File: src/rtl/uart_cmd_pkg.sv
// uart_cmd_pkg: shared constants and state encoding for the UART command sequencer
package uart_cmd_pkg;
  localparam logic [7:0] SYNC_BYTE   = 8'hA5;
  localparam logic [2:0] ERR_NONE    = 3'd0;
  localparam logic [2:0] ERR_LEN     = 3'd1;
  localparam logic [2:0] ERR_CHK     = 3'd2;
  localparam logic [2:0] ERR_OVERRUN = 3'd3;
  localparam logic [2:0] ERR_TIMEOUT = 3'd4;
  localparam logic [2:0] ERR_FRAME   = 3'd5;
  typedef enum logic [2:0] {S_IDLE, S_OPC, S_LEN, S_PAY, S_CHK, S_CMD, S_STREAM} state_t;
endpackage

File: src/rtl/uart_cmd_buf.sv
// uart_cmd_buf: payload register file, one synchronous write port, one combinational read port
module uart_cmd_buf #(
  parameter int DEPTH = 8,
  parameter int AW    = 3
) (
  input  logic          clk,
  input  logic          we,
  input  logic [AW-1:0] waddr,
  input  logic [7:0]    wdata,
  input  logic [AW-1:0] raddr,
  output logic [7:0]    rdata
);
  logic [7:0] mem [DEPTH];
  always_ff @(posedge clk) if (we) mem[waddr] <= wdata;
  assign rdata = mem[raddr];
endmodule

File: src/rtl/uart_cmd_sequencer.sv
// uart_cmd_sequencer: frames, checks, buffers and hands off UART commands to the SPI side
module uart_cmd_sequencer
  import uart_cmd_pkg::*;
#(
  parameter int MAX_LEN       = 8,
  parameter int TIMEOUT_TICKS = 320
) (
  input  logic       clk_8x,
  input  logic       rst,
  input  logic [7:0] rx_data,
  input  logic       rx_valid,
  input  logic       rx_frame_err,
  output logic       cmd_valid,
  input  logic       cmd_ready,
  output logic [7:0] cmd_opcode,
  output logic [3:0] cmd_len,
  output logic       pl_valid,
  input  logic       pl_ready,
  output logic [7:0] pl_data,
  output logic       pl_last,
  output logic       err_pulse,
  output logic [2:0] err_code,
  output logic [7:0] pkt_ok_cnt,
  output logic [7:0] pkt_err_cnt
);
  localparam int IW = $clog2(MAX_LEN + 1);
  localparam int BW = MAX_LEN > 1 ? $clog2(MAX_LEN) : 1;
  localparam int TW = $clog2(TIMEOUT_TICKS + 1);
  state_t state, state_n;
  logic [IW-1:0] idx;
  logic [TW-1:0] tcnt;
  logic [7:0] chk, rd;
  logic rx_st, byte_in, last, wr, err_n, ok_inc, bad_inc;
  logic [2:0] code_n;
  uart_cmd_buf #(.DEPTH(MAX_LEN), .AW(BW)) u_buf (
    .clk(clk_8x),
    .we(wr),
    .waddr(idx[BW-1:0]),
    .wdata(rx_data),
    .raddr(idx[BW-1:0]),
    .rdata(rd)
  );
  assign rx_st = state inside {S_OPC, S_LEN, S_PAY, S_CHK};
  assign byte_in = rx_valid && !rx_frame_err;
  assign last = 4'(idx) == cmd_len - 4'd1;
  assign cmd_valid = state == S_CMD;
  assign pl_valid = state == S_STREAM;
  assign pl_data = pl_valid ? rd : 8'd0;
  assign pl_last = pl_valid && last;
  always_comb begin
    state_n = state;
    wr = 1'b0;
    err_n = 1'b0;
    code_n = ERR_NONE;
    ok_inc = 1'b0;
    bad_inc = 1'b0;
    if (rx_st && rx_frame_err) begin
      state_n = S_IDLE;
      err_n = 1'b1;
      code_n = ERR_FRAME;
      bad_inc = 1'b1;
    end else if (rx_st && !rx_valid && tcnt == TW'(TIMEOUT_TICKS - 1)) begin
      state_n = S_IDLE;
      err_n = 1'b1;
      code_n = ERR_TIMEOUT;
      bad_inc = 1'b1;
    end else begin
      case (state)
        S_IDLE: state_n = byte_in && rx_data == SYNC_BYTE ? S_OPC : S_IDLE;
        S_OPC: state_n = byte_in ? S_LEN : S_OPC;
        S_LEN: if (byte_in) begin
          err_n = rx_data > 8'(MAX_LEN);
          code_n = err_n ? ERR_LEN : ERR_NONE;
          bad_inc = err_n;
          state_n = err_n ? S_IDLE : rx_data == 8'd0 ? S_CHK : S_PAY;
        end
        S_PAY: begin
          wr = byte_in;
          state_n = byte_in && last ? S_CHK : S_PAY;
        end
        S_CHK: if (byte_in) begin
          err_n = rx_data != chk;
          code_n = err_n ? ERR_CHK : ERR_NONE;
          bad_inc = err_n;
          ok_inc = !err_n;
          state_n = err_n ? S_IDLE : S_CMD;
        end
        S_CMD: begin
          state_n = cmd_ready ? (cmd_len == 4'd0 ? S_IDLE : S_STREAM) : S_CMD;
          err_n = rx_valid;
          code_n = rx_valid ? ERR_OVERRUN : ERR_NONE;
        end
        S_STREAM: begin
          state_n = pl_ready && last ? S_IDLE : S_STREAM;
          err_n = rx_valid;
          code_n = rx_valid ? ERR_OVERRUN : ERR_NONE;
        end
        default: state_n = S_IDLE;
      endcase
    end
  end
  always_ff @(posedge clk_8x) state <= rst ? S_IDLE : state_n;
  always_ff @(posedge clk_8x) begin
    if (rst) begin
      idx <= '0;
      tcnt <= '0;
      chk <= '0;
      cmd_opcode <= '0;
      cmd_len <= '0;
      err_pulse <= 1'b0;
      err_code <= ERR_NONE;
      pkt_ok_cnt <= '0;
      pkt_err_cnt <= '0;
    end else begin
      tcnt <= rx_st && !rx_valid ? tcnt + TW'(1) : '0;
      idx <= state_n != state ? '0 : idx + IW'(wr || (pl_valid && pl_ready));
      err_pulse <= err_n;
      err_code <= err_n ? code_n : err_code;
      cmd_opcode <= state == S_OPC && byte_in ? rx_data : cmd_opcode;
      cmd_len <= state == S_LEN && byte_in ? rx_data[3:0] : cmd_len;
      chk <= !(rx_st && byte_in) ? chk : state == S_OPC ? rx_data : chk ^ rx_data;
      pkt_ok_cnt <= pkt_ok_cnt + 8'(ok_inc && pkt_ok_cnt != 8'hFF);
      pkt_err_cnt <= pkt_err_cnt + 8'(bad_inc && pkt_err_cnt != 8'hFF);
    end
  end
endmodule
File: config.mk
export PLATFORM = sky130hd
export DESIGN_NAME = uart_cmd_sequencer
export DESIGN_NICKNAME = d
export VERILOG_FILES = /design/src/rtl/uart_cmd_pkg.sv /design/src/rtl/uart_cmd_buf.sv /design/src/rtl/uart_cmd_sequencer.sv
export SDC_FILE = /design/constraint.sdc
export NUM_CORES = 1
export LEC_CHECK = 0
export BUFFER_PORTS_ARGS = -buffer_cell sky130_fd_sc_hd__buf_2
export CAP_MARGIN = 30
export CORE_ASPECT_RATIO = 0.9
export CORE_MARGIN = 1
export CORE_UTILIZATION = 40
export CTS_BUF_LIST = sky130_fd_sc_hd__clkbuf_8
export DETAILED_ROUTE_END_ITERATION = 16
export HOLD_SLACK_MARGIN = 0.03
export SYNTH_ARGS = -nofsm -noshare
export SYNTH_HDL_FRONTEND = slang
export SYNTH_SLANG_ARGS = --single-unit
File: constraint.sdc
create_clock -name clk_8x -period 3.23 [get_ports clk_8x]
set_clock_uncertainty 0.05 [all_clocks]
set_input_delay 0.4845 -clock clk_8x [delete_from_list [all_inputs] [get_ports clk_8x]]
set_output_delay 0.4845 -clock clk_8x [all_outputs]
set_load 0.05 [all_outputs]
# Word-level counts from Yosys, hierarchy flattened
# Memory sizes are Yosys's and may differ from the RTL's. A register that Yosys moved wholly into a read port is not among the register bits.
# Index checks and enable logic that the tools add are counted.
# totals
n_memories	1
regBits	56
ram_bits	64
input_bits	14
word_cells	99
# memory_table
name	depth	width	rd	rd_ports_with_merged_regs	write_ports	line_no	rtl
u_buf.mem	8	8	1	1	1	uart_cmd_buf.sv:13	logic [7:0] mem [DEPTH];
# op_classes
bitwise_logic	2
n_reduce_logical	25
n_lt_le_gt_ge	1
n_addsub	5
mux	42
n_eq_ne	13
# op_table
cell	n
two-way mux 3 bit	14
one-hot mux 3 bit (7 select lines)	1
two-way mux 1 bit	18
adder 8 x 1 -> 8 bit	2
two-way mux 8 bit	2
inequality test 8 bit (second input constant)	2
logical AND 1 bit	14
adder 9 x 1 -> 9 bit (second input constant)	1
== test 3 bit (second input constant)	3
== test 9 bit (second input constant)	1
== test 8 bit (second input constant)	1
greater-than comparator 8 x 4 -> 1 bit (second input constant)	1
logical NOT 8 bit	1
two-way mux 2 bit	4
inequality test 8 bit	1
XOR 8 bit	1
== test 3 x 2 -> 1 bit (second input constant)	2
one-hot mux 2 bit (3 select lines)	1
OR reduction 2 bit	3
adder 4 x 1 -> 4 bit	1
== test 4 bit	1
logical NOT 4 bit	1
nonzero test 4 bit	1
subtractor 4 x 1 -> 4 bit (second input constant)	1
other kinds (8)	10

# Depth between registers and ports, before layout
# logic_depth
depth_word	10
mapped_depth	11

# Modules after synthesis
# Synthesis repeated with hierarchy kept, for this count alone.
# hier_totals
hier_cells	467
area_unflattened_um2	5497.8
# by_module_without_submodules
mod	instances	area_each_um2	cells_per_inst	seq_area_each_um2
uart_cmd_sequencer	1	2966.6	361	1121.1
uart_cmd_buf	1	2531.2	106	1921.8

# Least setup slack after synthesis
# No wires, ideal clock.
# synth_path
path_kind	reg2out
start	reg cmd_len[0]
end	out pl_last
arrival_ns	2.444
path_stages_with_launch	6
path_buffers	0
required_ns	2.695
path_slack_ns	0.252
cell_sequence	dfxtp_1 > inv_1 > ha_1 > xor2_1 > nand3_1 > nor3_1
# synth_via
elab_chain_cells	3
# synth_lines
element	line_no	rtl
start: declaration	uart_cmd_sequencer.sv:16	output logic [3:0] cmd_len,
start signal: assignment	uart_cmd_sequencer.sv:120	cmd_len <= state == S_LEN && byte_in ? rx_data[3:0] : cmd_len;
subtractor 4 x 1 -> 4 bit	uart_cmd_sequencer.sv:45	assign last = 4'(idx) == cmd_len - 4'd1;
== test 4 bit	uart_cmd_sequencer.sv:45	
logical AND 1 bit	uart_cmd_sequencer.sv:49	assign pl_last = pl_valid && last;
end: declaration	uart_cmd_sequencer.sv:20	output logic pl_last,
# No other way between the ends.

==> results.sh <==
export IMPL_power_density_mw_per_mm2=476
export IMPL_totalNegativeSetupSlack_ns=0
export IMPL_worstReg2RegStart="cmd_len[0]"
export IMPL_clock_sinks=120
export IMPL_post_place_ws_ns=0.456
export IMPL_initial_antenna_violation_count=0
export IMPL_crit_path_max_fanout=20
export IMPL_clock_latency_ns=0.44
export IMPL_power_switching_w=0.000642
export IMPL_syn_nets=517
export IMPL_netlist_top_cell_by_area="sky130_fd_sc_hd__edfxtp_1"
export IMPL_maxSlewViolCount=0
export IMPL_r2r_setup_slack_ns=0.51
export IMPL_ioPinCount=57
export IMPL_area_growth_syn_to_layout_pct=17.4
export IMPL_hold_path_class="primary input to flip-flop"
export IMPL_post_route_cells_drive_above_1_share_pct=21.7
export IMPL_die_area_mm2=0.0140
export IMPL_place_congestion=0.873
export IMPL_cp_arrival_ns=2.40
export IMPL_yosysSeqAreaShare_pct=56.4
export IMPL_dominantRegCellSynth="sky130_fd_sc_hd__edfxtp_1"
export IMPL_sw_frac_of_total_pct=21.3
export IMPL_critical_path_required_ns=2.70
export IMPL_first_pass_iters=4
export IMPL_reg2reg_to="idx[2]"
export IMPL_clock_tree_buffer_depth=2
export IMPL_whs_endpoint="err_code[0]"
export IMPL_worst_r2r_cell_count=8
export IMPL_dr_first_iter_drc_count=316
export IMPL_antenna_diode_count=0
export IMPL_yosysWarnings=0
export IMPL_synth_edf_count=64
export IMPL_netlist_instances=494
export IMPL_worstSetupEndpointType="output port"
export IMPL_synthTopCellsByArea="sky130_fd_sc_hd__edfxtp_1 36%, sky130_fd_sc_hd__dfxtp_1 21%, sky130_fd_sc_hd__nor2_1 4.5%"
export IMPL_synthDominantCellAreaShare_pct=35.6
export IMPL_timing_slew_headroom_pct=33.4
export IMPL_finalSetupViolCount=0
export IMPL_remaining_drc_errors=0
export IMPL_power_ir_vdd_worst_mv=0.243
export IMPL_final_net_count=588
export IMPL_routed_via_count=4008
export IMPL_setup_repair_after_global_routing_missed_its_margin="false"
export IMPL_ctsHoldBuffers=0
export IMPL_post_cts_resize_count=0
export IMPL_max_freq_mhz=341
export IMPL_power_share_combinational_pct=2.2
export IMPL_crit_type="flip-flop to output port"
export IMPL_hpwlAfterDp_um=8550
export IMPL_initial_core_util_pct=41.7
export IMPL_sequentialPowerShare_pct=53.2
export IMPL_detail_route_vias_per_cell=5.41
export IMPL_intPower_w=0.00237
export IMPL_core_area_mm2=0.0129
export IMPL_cts_made_buffers=17
export IMPL_critPathLaunchType="flip-flop"
export IMPL_yosys_register_bits=120
export IMPL_ys_async_sr_fraction_pct=0
export IMPL_syn_avg_cell_area_um2=10.9
export IMPL_grt_pass1_vias=3853
export IMPL_route_final_wire_length_um=12400
export IMPL_place_inst=710
export IMPL_synth_area_mm2=0.00540
export IMPL_cts_repair_timing_setup_buffer_count=0
export IMPL_hold_path_startpoint="rx_frame_err"
export IMPL_post_synthesis_cell_type_count=50
export IMPL_outcome="finished, final reports clean"
export IMPL_cts_clk_slew_worst_paths_ns=0.07
export IMPL_port_buffers=56
export IMPL_die_height_um=112
export IMPL_route_detailed_wl_per_inst_um=16.7
export IMPL_ys_top_cells_by_count="64 x sky130_fd_sc_hd__edfxtp_1, 64 x sky130_fd_sc_hd__nor2_1, 56 x sky130_fd_sc_hd__dfxtp_1, 38 x sky130_fd_sc_hd__nand2_1, 26 x sky130_fd_sc_hd__o21ai_0"
export IMPL_power_share_clock_pct=44.6
export IMPL_maxCapViolCount=0
export IMPL_cts_tree="yes"
export IMPL_period_share_pct=90.8
export IMPL_hold_depth=3
export IMPL_global_route_wire_length_before_repair_um=20200
export IMPL_tightestPinTransition_ns=0.995
export IMPL_fp_row_count=39
export IMPL_global_route_usage_total_pct=18.8
export IMPL_globalRouteOverflowTotal=0
export IMPL_p_leak_nw=2.30
export IMPL_finalHoldViolCount=0
export IMPL_maximum_number_of_pins_on_one_net_before_global_route_repair=29
export IMPL_drt_antenna_violating_nets=0
export IMPL_timing_final_ws_setup_ns=0.299
export IMPL_clk_tree_root_cell="sky130_fd_sc_hd__clkbuf_8"
export IMPL_layout_min_cycle_time_ns=2.93
export IMPL_htree_levels=4
export IMPL_fp_dieW_um=124
export IMPL_layoutNonFillerInstCount=741
worst max-delay path by stage:
stage / start / endpoint / slack, ns / depth (start not counted)
after floorplan: cmd_len[0] / pl_last / 0.25 / 5
after global placement: rx_data[4] / pkt_err_cnt[4] / 0.55 / 10
after detailed placement: rx_valid / pkt_err_cnt[7] / 0.46 / 10
after CTS: idx[1] / pl_data[7] / 0.23 / 5
after global routing: idx[1] / pl_data[7] / 0.11 / 5
final: idx[1] / pl_data[7] / 0.30 / 5
flip-flops by register name, summed over array words and instances (netlist names), 4 cells and up:
name and flops:
u_buf.mem 64, tcnt 9, chk 8, cmd_opcode 8, pkt_err_cnt 8, pkt_ok_cnt 8, cmd_len 4, idx 4
worst max-delay path, stage by stage (launching register included):
cell and delay [ns]:
sky130_fd_sc_hd__dfxtp_1 0.61, sky130_fd_sc_hd__buf_4 0.36, sky130_fd_sc_hd__mux4_2 0.54, sky130_fd_sc_hd__mux2i_1 0.13, sky130_fd_sc_hd__nor2_1 0.07, sky130_fd_sc_hd__buf_2 0.24
per-layer routing:
| metal | vias to the layer above | track usage (%) | wire (um) |
|---|---|---|---|
| met5 | - | 0 | 0 |
| met4 | 0 | 8.76 | 215 |
| met3 | 15 | 3.96 | 590 |
| met2 | 94 | 28.5 | 5730 |
| met1 | 1952 | 25.8 | 5820 |
| li1 | 1947 | - | - |
power groups by stage:
| stage | registers [W] | logic, W | clock network, W |
|---|---|---|---|
| floorplan | 0.00164 | 0.0000284 | 0 |
| global placement | 0.00164 | 0.0000648 | 0 |
| detailed placement | 0.00164 | 0.0000675 | 0 |
| CTS | 0.00160 | 0.0000672 | 0.00139 |
| global route | 0.00160 | 0.0000737 | 0.00145 |
| finish | 0.00160 | 0.0000670 | 0.00134 |
logic make-up after synthesis:
family	share of synthesized area, %
mux	6.38
flops	56.4
simple gates	17.0
buf+inv	2.48
xor+xnor	5.77
compound gates	9.90
fa+ha+maj	2.09
placed cells by master, fill, tap and decap left out, types with 16 or more instances in the layout:
cell,instances
sky130_fd_sc_hd__buf_2,56
sky130_fd_sc_hd__nand2_1,38
sky130_fd_sc_hd__a21oi_1,21
sky130_fd_sc_hd__o21ai_0,26
sky130_fd_sc_hd__nor2_1,64
sky130_fd_sc_hd__xnor2_1,19
sky130_fd_sc_hd__buf_4,21
sky130_fd_sc_hd__edfxtp_1,64
sky130_fd_sc_hd__nand3_1,16
sky130_fd_sc_hd__clkbuf_8,17
sky130_fd_sc_hd__dfxtp_1,56
through the flow:
stage               power (W)  instance area [um^2]  util (%)  hold WS (ns)
finish                0.00301                  6340      49.0         0.358
global route          0.00312                  6340      49.0         0.355
CTS                   0.00306                  6340      49.0         0.324
detailed placement    0.00170                  5940      46.0         0.399
global placement      0.00170                  5940      46.0         0.392
floorplan             0.00167                  5400         -         0.376
area by class of cell:
type / instances / area, um^2
Tap cell: 164 / 205
Inverter: 10 / 37.5
Fill cell: 1144 / 6590
Clock inverter: 14 / 160
Multi-Input combinational cell: 339 / 2220
Timing Repair Buffer: 77 / 438
Clock buffer: 17 / 234
Sequential cell: 120 / 3040
(Power assumes the default switching activity.)
